<file path="src/rtl/lift_req_sched.sv">
// lift_req_sched -- hall-call scheduler in front of the 4-floor lift FSM.
//
// Latches the six hall-call buttons into a pending set and picks one call at a
// time with a SCAN (sweep) policy. The chosen call is presented to the lift on
// req_code with q_empty low. Completion is tracked through lift_done.
//
// Ports:
//   clk         sole clock, rising edge
//   rst_n       asynchronous active-low reset
//   btn[5:0]    call pulses: bit0=1U bit1=2U bit2=3U bit3=2D bit4=3D bit5=4D
//   lift_done   done flag from the lift FSM
//   req_code    call code to lift (1U=001 2U=010 3U=011 2D=110 3D=111 4D=100, none=000)
//   q_empty     1 = no call presented
//   pending     registered pending-call set, same bit order as btn
//   floor       last completed target floor (0..3 = floors 1..4)
//   dir         sweep direction, 0=UP 1=DOWN
//   served_cnt  (only with LIFT_SCHED_STATS_EN) saturating count of completed calls
//
// Parameters:
//   BUSY_TO     cycles in BUSY with lift_done still high before the call is
//               treated as complete (zero-move call); 1..(2^TO_W)-1
//   TO_W        width of the busy-timeout counter
//
// Optional feature macro: LIFT_SCHED_STATS_EN

module lift_req_sched #(
   parameter int unsigned BUSY_TO = 4,
   parameter int unsigned TO_W    = 4
) (
   input  logic       clk,
   input  logic       rst_n,
   input  logic [5:0] btn,
   input  logic       lift_done,
   output logic [2:0] req_code,
   output logic       q_empty,
   output logic [5:0] pending,
   output logic [1:0] floor,
   output logic       dir
`ifdef LIFT_SCHED_STATS_EN
   ,
   output logic [15:0] served_cnt
`endif
);

   typedef enum logic [1:0] {
      S_IDLE,
      S_PRESENT,
      S_BUSY,
      S_WAIT_DONE
   } state_t;

   state_t          state, state_nxt;
   logic [TO_W-1:0] cnt, cnt_nxt;
   logic [2:0]      code_nxt;
   logic [5:0]      pend_clr;
   logic [5:0]      pend_nxt;
   logic [1:0]      floor_nxt;
   logic            dir_nxt;
   logic            q_empty_nxt;
   logic            complete;

   logic [2:0]      sel_idx;
   logic [2:0]      sel_code;

   // Call index (btn bit) to lift request code.
   function automatic logic [2:0] idx_to_code(input logic [2:0] idx);
      logic [2:0] c;
      case (idx)
         3'd0:    c = 3'b001;
         3'd1:    c = 3'b010;
         3'd2:    c = 3'b011;
         3'd3:    c = 3'b110;
         3'd4:    c = 3'b111;
         3'd5:    c = 3'b100;
         default: c = 3'b000;
      endcase
      return c;
   endfunction

   // Request code to its target floor.
   function automatic logic [1:0] code_to_tgt(input logic [2:0] code);
      logic [1:0] t;
      case (code)
         3'b001:  t = 2'd0;
         3'b010:  t = 2'd1;
         3'b011:  t = 2'd2;
         3'b110:  t = 2'd1;
         3'b111:  t = 2'd2;
         3'b100:  t = 2'd3;
         default: t = 2'd0;
      endcase
      return t;
   endfunction

   // Request code to its one-hot pending bit.
   function automatic logic [5:0] code_to_bit(input logic [2:0] code);
      logic [5:0] b;
      case (code)
         3'b001:  b = 6'b000001;
         3'b010:  b = 6'b000010;
         3'b011:  b = 6'b000100;
         3'b110:  b = 6'b001000;
         3'b111:  b = 6'b010000;
         3'b100:  b = 6'b100000;
         default: b = 6'b000000;
      endcase
      return b;
   endfunction

   // SCAN selection. Up-call targets are 0,1,2 (bits 0..2) and down-call
   // targets are 1,2,3 (bits 3..5), so "ascending target" is ascending bit
   // index within each direction. The third group needs no floor test: any
   // call matching the first group's floor test was already taken there.
   always_comb begin
      sel_idx = 3'd0;
      if (!dir) begin
         if      (pending[0] && floor == 2'd0) sel_idx = 3'd0;
         else if (pending[1] && floor <= 2'd1) sel_idx = 3'd1;
         else if (pending[2] && floor <= 2'd2) sel_idx = 3'd2;
         else if (pending[5])                  sel_idx = 3'd5;
         else if (pending[4])                  sel_idx = 3'd4;
         else if (pending[3])                  sel_idx = 3'd3;
         else if (pending[0])                  sel_idx = 3'd0;
         else if (pending[1])                  sel_idx = 3'd1;
         else if (pending[2])                  sel_idx = 3'd2;
      end else begin
         if      (pending[5] && floor == 2'd3) sel_idx = 3'd5;
         else if (pending[4] && floor >= 2'd2) sel_idx = 3'd4;
         else if (pending[3] && floor >= 2'd1) sel_idx = 3'd3;
         else if (pending[0])                  sel_idx = 3'd0;
         else if (pending[1])                  sel_idx = 3'd1;
         else if (pending[2])                  sel_idx = 3'd2;
         else if (pending[5])                  sel_idx = 3'd5;
         else if (pending[4])                  sel_idx = 3'd4;
         else if (pending[3])                  sel_idx = 3'd3;
      end
   end

   assign sel_code = idx_to_code(sel_idx);

   always_comb begin
      state_nxt = state;
      code_nxt  = req_code;
      cnt_nxt   = cnt;
      floor_nxt = floor;
      dir_nxt   = dir;
      pend_clr  = '0;
      complete  = 1'b0;

      unique case (state)
         S_IDLE: begin
            if (|pending) begin
               code_nxt  = sel_code;
               dir_nxt   = (sel_idx >= 3'd3);
               state_nxt = S_PRESENT;
            end
         end
         S_PRESENT: begin
            if (lift_done) begin
               pend_clr  = code_to_bit(req_code);
               cnt_nxt   = '0;
               state_nxt = S_BUSY;
            end
         end
         S_BUSY: begin
            if (!lift_done)
               state_nxt = S_WAIT_DONE;
            else if (cnt == TO_W'(BUSY_TO - 1))
               complete = 1'b1;
            else
               cnt_nxt = cnt + TO_W'(1);
         end
         S_WAIT_DONE: begin
            if (lift_done)
               complete = 1'b1;
         end
         default: state_nxt = S_IDLE;
      endcase

      if (complete) begin
         floor_nxt = code_to_tgt(req_code);
         code_nxt  = '0;
         state_nxt = S_IDLE;
      end
   end

   // A press on the same edge as acceptance re-arms the call (set wins).
   assign pend_nxt    = (pending & ~pend_clr) | btn;
   assign q_empty_nxt = (state_nxt != S_PRESENT);

   always_ff @(posedge clk or negedge rst_n) begin
      if (!rst_n) begin
         state    <= S_IDLE;
         req_code <= '0;
         q_empty  <= 1'b1;
         pending  <= '0;
         floor    <= '0;
         dir      <= 1'b0;
         cnt      <= '0;
      end else begin
         state    <= state_nxt;
         req_code <= code_nxt;
         q_empty  <= q_empty_nxt;
         pending  <= pend_nxt;
         floor    <= floor_nxt;
         dir      <= dir_nxt;
         cnt      <= cnt_nxt;
      end
   end

`ifdef LIFT_SCHED_STATS_EN
   always_ff @(posedge clk or negedge rst_n) begin
      if (!rst_n)
         served_cnt <= '0;
      else if (complete && served_cnt != '1)
         served_cnt <= served_cnt + 16'd1;
   end
`endif

endmodule

</file>
<file path="config.mk">
export PLATFORM = sky130hd
export DESIGN_NAME = lift_req_sched
export DESIGN_NICKNAME = d
export VERILOG_FILES = /design/src/rtl/lift_req_sched.sv
export SDC_FILE = /design/constraint.sdc
export NUM_CORES = 1
export LEC_CHECK = 0
export ABC_AREA = 1
export BUFFER_PORTS_ARGS = -buffer_cell sky130_fd_sc_hd__buf_2
export CAP_MARGIN = 20
export CORE_AREA = 5 5 54 56
export DETAILED_ROUTE_END_ITERATION = 7
export DIE_AREA = 0 0 59 61
export GPL_TIMING_DRIVEN = 0
export PLACE_DENSITY = 0.79
export SYNTH_ARGS = -nofsm -noshare
export SYNTH_HDL_FRONTEND = slang
export SYNTH_SLANG_ARGS = --single-unit
</file>
<file path="constraint.sdc">
create_clock -name clk -period 3 [get_ports clk]
set_clock_uncertainty 0.1 [all_clocks]
set_input_delay 0.6 -clock clk [delete_from_list [all_inputs] [get_ports clk]]
set_output_delay 0.6 -clock clk [all_outputs]
set_load 0.02 [all_outputs]
</file>
==> metrics.md <==
| Metric | Value |
|---|---|
| Status | finished clean |
| Worst IR Drop VDD | 610.6 µV |
| Post-synth EDFFs | 0 |
| Final Total Pwr | between 0.001 and 0.0015 W |
| Area of placed instances | ~1300 µm² |
| Clock Sinks | 19 |
| Post-CTS sizing | 0 |
| Initial Util | 0.4785 |
| Slowest CP cell | dfrtp_1 |
| M1 GR Usage | 0.1955 |
| Synth top area share | 0.3943 |
| Largest net degree at the start of global routing | 20 |
| Die W | a little under 60 µm |
| DRC Markers | 0 |
| Max Cap Viol | 0 |
| Row Count | 18 |
| Core ar. | about 2400 µm² |
| Measured slew at the worst slew-check pin | around 0.43 ns |
| Synth-to-Final Area Change | 14.90% |
| CTS tree | yes |
| Data required, critical path | between 2 and 2.5 ns |
| Cell taking the most area after synthesis | dfrtp_1 |
| Vias in the first global route | around 1100 |
| Pleak | a little under 0.7 nW |
| Final Hold Viols | 0 |
| Synth area leaders | dfrtp_1 39%, nand2_1 16%, nor2_1 6.9% |
| Total grt overflow | 0 |
| Initial antenna violation count | 0 |
| Sequential Area | between 400 and 500 µm² |
| ANT cells | 0 |
| Final setup violation count | 0 |
| Clk_lat worst skew | ~0.30 ns |
| H-tree Lvls | 1 |
| Die height | 61 µm |
| Finished Cell Area | approximately 1300 µm² |
| Tcrit/Tclk final | 0.5844 |
| RSZ-0062 raised after global routing | no |
| Via density | about 5.1 |
| Num ports | 22 |
| Crit Path Class | reg2out |
| Via count | 1096 |
| Unique masters post-synth | 27 |
| DP HPWL | 2.083 mm |
| Total CTS buffers | 3 |
| Largest stage delay, worst path | about 0.53 ns |
| Synth Register Bits | 19 |
| Netlist Area Pre-Place | ~1100 µm² |
| Final ANT Viol Nets | 0 |
| P per Cell Area | a little under 900 nW/µm² |
| Fin crit period | approximately 1.8 ns |
| Kind of cell adding the most delay to the critical path | flip-flops |
| Buf+Inv Stages, Crit Path | 1 |
| Clk buf depth | 2 |
| Met3 GRT Util | 0.02340 |
| Initial drt markers | 66 |
| Global-route wire length before repair | 4.512 mm |
| Yosys warns | 0 |
| Multi-input logic area | 571.8 µm² |
| Setup total negative slack | 0 ns |
| Max FO, Critical Path | 8 |
| Gpl congestion | ~0.85 |
| Max Clk Rate | between 500 and 600 MHz |
| Post-Syn Instances | about 160 |
| Sequential area share after synthesis | 0.4173 |
| Worst Setup End Kind | output pin |
| Met2 usage | 0.3202 |
| Setup WS pre-CTS | between 1 and 1.5 ns |
| Post-route core utilization | 0.5498 |
| Final Max Slew Viols | 0 |
| Clk slew on worst S/H paths | around 0.11 ns |
| Worst path arrival time | 1.05 ns |
| Most frequent cell after synthesis | nand2_1 |
| Layout cells sized above 1 | 0.2246 |
| Cell Chain, Critical Path | buf_2 |
| Filler cells | between 200 and 250 |
| Synth cell count leaders | 48 x nand2_1, 21 x nor2_1, 18 x dfrtp_1 |
| GR peak layer | met2 |
| Hold_buf cts | 0 |
| Root Buffer | clkbuf_4 |
| Total wire length | between 2 and 3 mm |
| Final worst-path setup slack | approximately 1.2 ns |
| Postcts setup bufs | 0 |
| Crit start category | flip-flop |
| Mapped Avg Cell Area | just over 7 µm² |
| Final nets | a little under 200 |
| Asr flop ratio synth | 1.000 |
| Syn_nets | between 150 and 200 |
| HP Class | in2async |
| Tot GR Track Use | 0.1670 |
| Drt first pass iters | 4 |
| Relative slew slack | 0.7149 |
| Port bufs | 21 |
| Die area | ~3600 µm² |
| Main synth FF type | dfrtp_1 |
| DR WL/cell | between 10 and 15 µm |
## worst paths after layout
check | start | end | slack (ns) | depth (start not counted)
setup reg to reg | pending[0] | req_code[1] | 1.47 | 10
max in group asynchronous | rst_n | q_empty | 2.34 | 1
setup / recovery | dir | dir | 1.25 | 1
min in group clk | btn[0] | pending[0] | 0.37 | 2
hold / removal | rst_n | pending[4] | 0.12 | 1
hold reg to reg | cnt[1] | cnt[1] | 0.45 | 2
## routing by layer
| layer | routed length, µm | part of all wire | up-vias |
|---|---|---|---|
| met2 | 1309 | 0.52 | 24 |
| met3 | 109 | 0.043 | 2 |
| met5 | 0 | 0 | - |
| met1 | 1086 | 0.43 | 502 |
| li1 | - | - | 568 |
| met4 | 21 | 0.0083 | 0 |
## registers in the layout, indices dropped and copies added (netlist names)
name / flops
state: 2
req_code: 3
dir: 1
cnt: 4
floor: 2
q_empty: 1
pending: 6
## through the flow
stage               hold slack (ns)  cells
detailed placement           0.4405    213
global placement             0.4072    213
global route                 0.1268    217
CTS                          0.1191    217
floorplan                    0.2044    162
finish                       0.1162    217
## cells in the final DEF (no fill, tap or decap)
cell,count
nor2_4,1
o21a_1,1
nand2_1,48
nor2_2,3
nand2_2,2
o21bai_1,4
inv_2,6
nor3b_1,1
nand4_1,1
clkinv_2,1
clkbuf_4,3
or2_2,1
a21oi_1,6
o21ai_1,5
o21ai_0,5
nor3_4,1
a21oi_2,1
dfrtp_1,18
nand3_1,10
dfstp_2,1
a21o_1,1
o31ai_1,1
nor2_1,21
buf_4,1
inv_1,17
buf_2,21
a31oi_1,3
ha_1,1
o22ai_1,1
nor3_1,1
## power by group
part	switching, W	total, W	internal, W	leakage [nW]
sequential	0.0000908	0.000426	0.000335	0.218
clock	0.0000782	0.000128	0.0000497	0.0177
combinational	0.000401	0.000614	0.000214	0.441
total	0.000570	0.00117	0.000598	0.677
## cell families (layout without fill, tap and decap cells)
family | count (synthesis) | in the layout | share of synthesized area
fa+ha+maj | 1 | 1 | 0.01095
compound gates | 28 | 28 | 0.1457
flops | 19 | 19 | 0.4173
buf+inv | 24 | 49 | 0.08215
simple gates | 90 | 90 | 0.3439
## cell type report
cell class              instances  area share
multi-input cells             119      0.4357
flip-flops and latches         19      0.3632
repair buffers                 21     0.08008
inverters                      23     0.06578
well taps                      30     0.02860
clock buffers                   3     0.01716
plain buffers                   1    0.005720
clock inverters                 1    0.003813
(Power assumes the default switching activity.)
